<file path="src/rtl/pb_fb_arbiter_pkg.sv">
// Shared definitions for the frontend M-Bus arbiter.
//   NCPU_AW / NCPU_DW : CPU address / data widths of the M-Bus
//   NCPU_BW           : byte-lane count (width of a write mask)
//   arb_state_t       : arbiter FSM state encoding
package pb_fb_arbiter_pkg;

    localparam int NCPU_AW = 32;
    localparam int NCPU_DW = 32;
    localparam int NCPU_BW = NCPU_DW / 8;

    typedef enum logic [1:0] {
        ST_IDLE = 2'd0,
        ST_CMD  = 2'd1,
        ST_DATA = 2'd2
    } arb_state_t;

endpackage

</file>
<file path="src/rtl/pb_fb_rr_arb.sv">
// Round-robin pick: one-hot grant of the first requester at or after ptr,
// wrapping modulo NMST.
//   req : request vector, one bit per master
//   ptr : binary index of the highest-priority master
//   gnt : one-hot grant (all zero when nothing is requested)
module pb_fb_rr_arb #(
    parameter int NMST = 2
) (
    input  logic [NMST-1:0]         req,
    input  logic [$clog2(NMST)-1:0] ptr,
    output logic [NMST-1:0]         gnt
);

    localparam int PW = $clog2(NMST);

    logic [NMST-1:0] hi_mask;
    logic [NMST-1:0] req_hi;
    logic [NMST-1:0] hi_first;
    logic [NMST-1:0] lo_first;

    // Requests at or above ptr win first; if there are none the search
    // wraps around to the lowest-numbered requester overall.
    genvar gi;
    generate
        for (gi = 0; gi < NMST; gi++) begin : g_pick
            assign hi_mask[gi] = (PW'(gi) >= ptr);
            assign req_hi[gi]  = req[gi] & hi_mask[gi];
            if (gi == 0) begin : g_first
                assign hi_first[gi] = req_hi[gi];
                assign lo_first[gi] = req[gi];
            end else begin : g_rest
                assign hi_first[gi] = req_hi[gi] & ~(|req_hi[gi-1:0]);
                assign lo_first[gi] = req[gi] & ~(|req[gi-1:0]);
            end
        end
    endgenerate

    assign gnt = (|req_hi) ? hi_first : lo_first;

endmodule

</file>
<file path="src/rtl/pb_fb_arbiter.sv">
// Shares one frontend M-Bus among NMST masters, one transaction at a time.
// IDLE picks a master round-robin (one-cycle bubble), CMD forwards its
// command to the bus, DATA routes the bus response back to it.
//   clk, rst                 : clock, synchronous active-high reset
//   m_cmd_* / m_din          : per-master command channels (flattened)
//   m_valid / m_ready/m_dout : per-master response channels
//   fb_mbus_cmd_* / fb_mbus_din      : downstream command channel
//   fb_mbus_valid/ready/dout         : downstream response channel
module pb_fb_arbiter
    import pb_fb_arbiter_pkg::*;
#(
    parameter int NMST = 2
) (
    input  logic                    clk,
    input  logic                    rst,
    input  logic [NMST-1:0]         m_cmd_valid,
    output logic [NMST-1:0]         m_cmd_ready,
    input  logic [NMST*NCPU_AW-1:0] m_cmd_addr,
    input  logic [NMST*NCPU_BW-1:0] m_cmd_we_msk,
    input  logic [NMST*NCPU_DW-1:0] m_din,
    output logic [NMST-1:0]         m_valid,
    input  logic [NMST-1:0]         m_ready,
    output logic [NMST*NCPU_DW-1:0] m_dout,
    output logic                    fb_mbus_cmd_valid,
    input  logic                    fb_mbus_cmd_ready,
    output logic [NCPU_AW-1:0]      fb_mbus_cmd_addr,
    output logic [NCPU_BW-1:0]      fb_mbus_cmd_we_msk,
    output logic [NCPU_DW-1:0]      fb_mbus_din,
    input  logic                    fb_mbus_valid,
    output logic                    fb_mbus_ready,
    input  logic [NCPU_DW-1:0]      fb_mbus_dout
);

    localparam int GW = $clog2(NMST);
    localparam logic [GW-1:0] LAST_IDX = GW'(NMST - 1);

    arb_state_t      state_reg;
    logic [GW-1:0]   ptr_reg;
    logic [GW-1:0]   grant_reg;
    logic [NMST-1:0] pick_oh;
    logic [GW-1:0]   pick_idx;
    logic [NMST-1:0] grant_oh;
    logic [GW-1:0]   ptr_next;
    logic            in_cmd;
    logic            in_data;
    logic            busy;
    logic            sel_cmd_valid;
    logic            sel_ready;

    logic [NCPU_AW-1:0] addr_arr [NMST];
    logic [NCPU_BW-1:0] we_arr   [NMST];
    logic [NCPU_DW-1:0] din_arr  [NMST];

    pb_fb_rr_arb #(.NMST(NMST)) u_rr_arb (
        .req (m_cmd_valid),
        .ptr (ptr_reg),
        .gnt (pick_oh)
    );

    always_comb begin
        pick_idx = '0;
        for (int i = 0; i < NMST; i++) begin
            if (pick_oh[i]) begin
                pick_idx = GW'(i);
            end
        end
    end

    genvar gi;
    generate
        for (gi = 0; gi < NMST; gi++) begin : g_slice
            assign addr_arr[gi] = m_cmd_addr[gi*NCPU_AW +: NCPU_AW];
            assign we_arr[gi]   = m_cmd_we_msk[gi*NCPU_BW +: NCPU_BW];
            assign din_arr[gi]  = m_din[gi*NCPU_DW +: NCPU_DW];
            // Response data is broadcast; m_valid selects the owner.
            assign m_dout[gi*NCPU_DW +: NCPU_DW] = in_data ? fb_mbus_dout : '0;
        end
    endgenerate

    assign grant_oh      = {{(NMST-1){1'b0}}, 1'b1} << grant_reg;
    assign in_cmd        = (state_reg == ST_CMD);
    assign in_data       = (state_reg == ST_DATA);
    assign busy          = in_cmd | in_data;
    assign sel_cmd_valid = m_cmd_valid[grant_reg];
    assign sel_ready     = m_ready[grant_reg];
    assign ptr_next      = (grant_reg == LAST_IDX) ? '0 : grant_reg + GW'(1);

    // Handshakes pass straight through to the granted master so that each
    // phase can complete in a single cycle.
    assign fb_mbus_cmd_valid  = in_cmd & sel_cmd_valid;
    assign fb_mbus_cmd_addr   = busy ? addr_arr[grant_reg] : '0;
    assign fb_mbus_cmd_we_msk = busy ? we_arr[grant_reg]   : '0;
    assign fb_mbus_din        = busy ? din_arr[grant_reg]  : '0;
    assign m_cmd_ready        = (in_cmd & fb_mbus_cmd_ready) ? grant_oh : '0;
    assign fb_mbus_ready      = in_data & sel_ready;
    assign m_valid            = (in_data & fb_mbus_valid) ? grant_oh : '0;

    always_ff @(posedge clk) begin
        if (rst) begin
            state_reg <= ST_IDLE;
            ptr_reg   <= '0;
            grant_reg <= '0;
        end else begin
            case (state_reg)
                ST_IDLE: begin
                    if (|m_cmd_valid) begin
                        grant_reg <= pick_idx;
                        state_reg <= ST_CMD;
                    end
                end
                ST_CMD: begin
                    // A master that withdraws loses its turn without moving
                    // the pointer, so it keeps priority on its next request.
                    if (!sel_cmd_valid) begin
                        state_reg <= ST_IDLE;
                    end else if (fb_mbus_cmd_ready) begin
                        state_reg <= ST_DATA;
                    end
                end
                ST_DATA: begin
                    if (fb_mbus_valid && sel_ready) begin
                        ptr_reg   <= ptr_next;
                        state_reg <= ST_IDLE;
                    end
                end
                default: state_reg <= ST_IDLE;
            endcase
        end
    end

`ifndef SYNTHESIS
    a_grant_onehot: assert property (@(posedge clk) disable iff (rst)
        (state_reg != ST_IDLE) |-> $onehot(grant_oh));
    a_valid_onehot0: assert property (@(posedge clk) disable iff (rst)
        $onehot0(m_valid));
`endif

endmodule

</file>
<file path="config.mk">
export PLATFORM = sky130hd
export DESIGN_NAME = pb_fb_arbiter
export DESIGN_NICKNAME = d
export VERILOG_FILES = /design/src/rtl/pb_fb_arbiter_pkg.sv /design/src/rtl/pb_fb_rr_arb.sv /design/src/rtl/pb_fb_arbiter.sv
export SDC_FILE = /design/constraint.sdc
export NUM_CORES = 1
export LEC_CHECK = 0
export BUFFER_PORTS_ARGS = -buffer_cell sky130_fd_sc_hd__buf_4
export CORE_AREA = 5 5 120 122
export CTS_CLUSTER_SIZE = 30
export DETAILED_ROUTE_END_ITERATION = 10
export DIE_AREA = 0 0 125 127
export MAX_ROUTING_LAYER = met4
export PLACE_DENSITY = 0.53
export REMOVE_ABC_BUFFERS = 1
export SYNTH_ARGS = -nofsm -noshare
export SYNTH_HDL_FRONTEND = slang
export SYNTH_HIERARCHICAL = 1
export SYNTH_SLANG_ARGS = --single-unit
</file>
<file path="constraint.sdc">
create_clock -name clk -period 1.9 [get_ports clk]
set_clock_uncertainty 0.05 [all_clocks]
set_input_delay 0.38 -clock clk [delete_from_list [all_inputs] [get_ports clk]]
set_output_delay 0.38 -clock clk [all_outputs]
set_load 0.02 [all_outputs]
</file>
==> flow_summary.json <==
{
  "status": "finished, final reports clean",
  "clock.fmax_ghz": 0.529,
  "multi_input_area_um2": 2060,
  "seq_area_um2": 86.3,
  "portBuffers": 313,
  "fin_nets": 730,
  "power_frac_clock_pct": 11.6,
  "cts-root-buf": "clkbuf_16",
  "cp_max_fo": 7,
  "grt_max_degree": 35,
  "avgViaCountPerCell": 4.04,
  "finalSetupViolCount": 0,
  "worst-path-buf-inv": 4,
  "cts_buffer_depth": 2,
  "slew_viol_final": 0,
  "leakage_nw": 2.54,
  "first_iter_violations": 47,
  "busiest_layer": "met2",
  "gr-usage-met3_pct": 2.59,
  "grt_first_pass_wirelength_um": 16500,
  "hold_path.class": "in2reg",
  "worst-endpoint-required_ns": 1.47,
  "ios": 314,
  "power_density_nw_per_um2": 558,
  "gr-total-overflow": 0,
  "hpwl_um": 9380,
  "htree_levels": 1,
  "crit_chain": "buf_12 > buf_12 > buf_16 > mux2i_4 > nor2b_2 > buf_6",
  "cp-start-kind": "flip-flop",
  "crit_slowest_cell": "dfxtp_4",
  "antenna_found_initial": 0,
  "max_stage_delay_ns": 0.36,
  "grt_pass1_vias": 3000,
  "hold_depth": 2,
  "clock_sinks": 4,
  "core-area_um2": 13100,
  "power_switching_w": 0.00121,
  "fillers": 1270,
  "cts_buffers": 3,
  "pwr-share-comb_pct": 84.7,
  "grtUsageTotal_pct": 13.3,
  "crit_top_cell": "buf_12",
  "syn_area_um2": 1950,
  "grt_use_met1_pct": 14.5,
  "worstSetupEndpointType": "output port",
  "post-route-min-period_ns": 1.89,
  "seqPwrFrac_pct": 3.7,
  "dp.cells": 706,
  "final_cell_mix": "buf_4, mux2i_1, and2_1",
  "ys.warnings.count": 6,
  "gp_congestion": 0.863,
  "maxCapViolations": 0,
  "wire_per_inst_um": 17.0,
  "drc_errors": 0,
  "num_vias": 2933,
  "rsz0062_at_grt": "true",
  "rr_worst_depth": 6,
  "post-route-util_pct": 41.0,
  "tns_ns": 0,
  "clk_latency_ns": 0.23,
  "largest_register_ffs": 2,
  "p_sw_share_pct": 40.5,
  "first_pass_iters": 4,
  "clk_pin_slew_ns": 0.03,
  "ir_drop_v": 0.000224,
  "initial_core_util_pct": 14.9,
  "die_w_um": 125,
  "syn_area_per_cell_um2": 7.55,
  "crit_family": "buffers and inverters",
  "syn_to_final_growth_pct": 174,
  "wirelength_um": 12300,
  "final_common_cell": "buf_4",
  "p_int_w": 0.00178,
  "antenna_cells": 0,
  "hold_viol": 0,
  "hold_buffers": 0,
  "drive_above_1_share_pct": 77.3,
  "rows": 42,
  "fin_crit_sh_pct": 99.5,
  "path_class": "reg2out",
  "netlist_instances": 259,
  "relSlewSlack_pct": 77.6,
  "die-area_um2": 15900,
  "met2_usage_pct": 25.3,
  "worst_slew_pin_slew_ns": 0.327,
  "die_y_um": 127,
  "fin_cells": 726,
  "cts_tree": "yes",
  "cp.depth": 6,
  "cp.arrival_ns": 1.46,
  "ant_nets": 0
}
[layout make-up]
cell class / count / share of cell area (%)
Tap cell: 176 / 4.11
Sequential cell: 4 / 1.61
Multi-Input combinational cell: 199 / 38.5
Timing Repair Buffer: 339 / 54.0
Clock buffer: 4 / 1.47
Inverter: 4 / 0.280
[power by group through the flow]
stage               sequential [W]  combinational [W]  clock (W)
CTS                       0.000116            0.00218   0.000353
finish                    0.000109            0.00253   0.000348
global route              0.000110            0.00267   0.000355
detailed placement        0.000112            0.00196          0
floorplan                 0.000149           0.000945          0
global placement          0.000111            0.00194          0
[stage by stage]
stage | total power [W] | instance area [um2] | hold slack, ns | setup WS [ns]
3_3_place_gp | 0.00205 | 4350 | 0.451 | 0.0975
4_1_cts | 0.00265 | 4610 | 0.288 | -0.0473
3_5_place_dp | 0.00207 | 4350 | 0.463 | 0.0843
5_1_grt | 0.00314 | 5360 | 0.296 | -0.0387
2_1_floorplan | 0.00109 | 1630 | 0.395 | -2.02
6_report | 0.00299 | 5360 | 0.289 | 0.00893
[routing by layer]
| metal | vias up | share of wire [%] |
|---|---|---|
| met5 | - | 0 |
| met1 | 1322 | 36 |
| li1 | 1414 | - |
| met2 | 184 | 55 |
| met3 | 13 | 8.3 |
| met4 | 0 | 1.4 |
[repair_timing]
item,in CTS,in global routing
gates cloned,4,3
pin swaps,1,1
endpoints found under the setup margin,119,91
resized for setup,9,143
setup buffers,3,8
[path summary, 6_finish.rpt]
path,slack [ns],start,end
max,0.009,grant_reg,fb_mbus_cmd_addr[21]
min,0.29,rst,state_reg[1]
min reg2reg,0.48,ptr_reg,ptr_reg
max reg2reg,0.31,state_reg[0],state_reg[1]
Note: power is estimated with default switching activity, not from simulation.
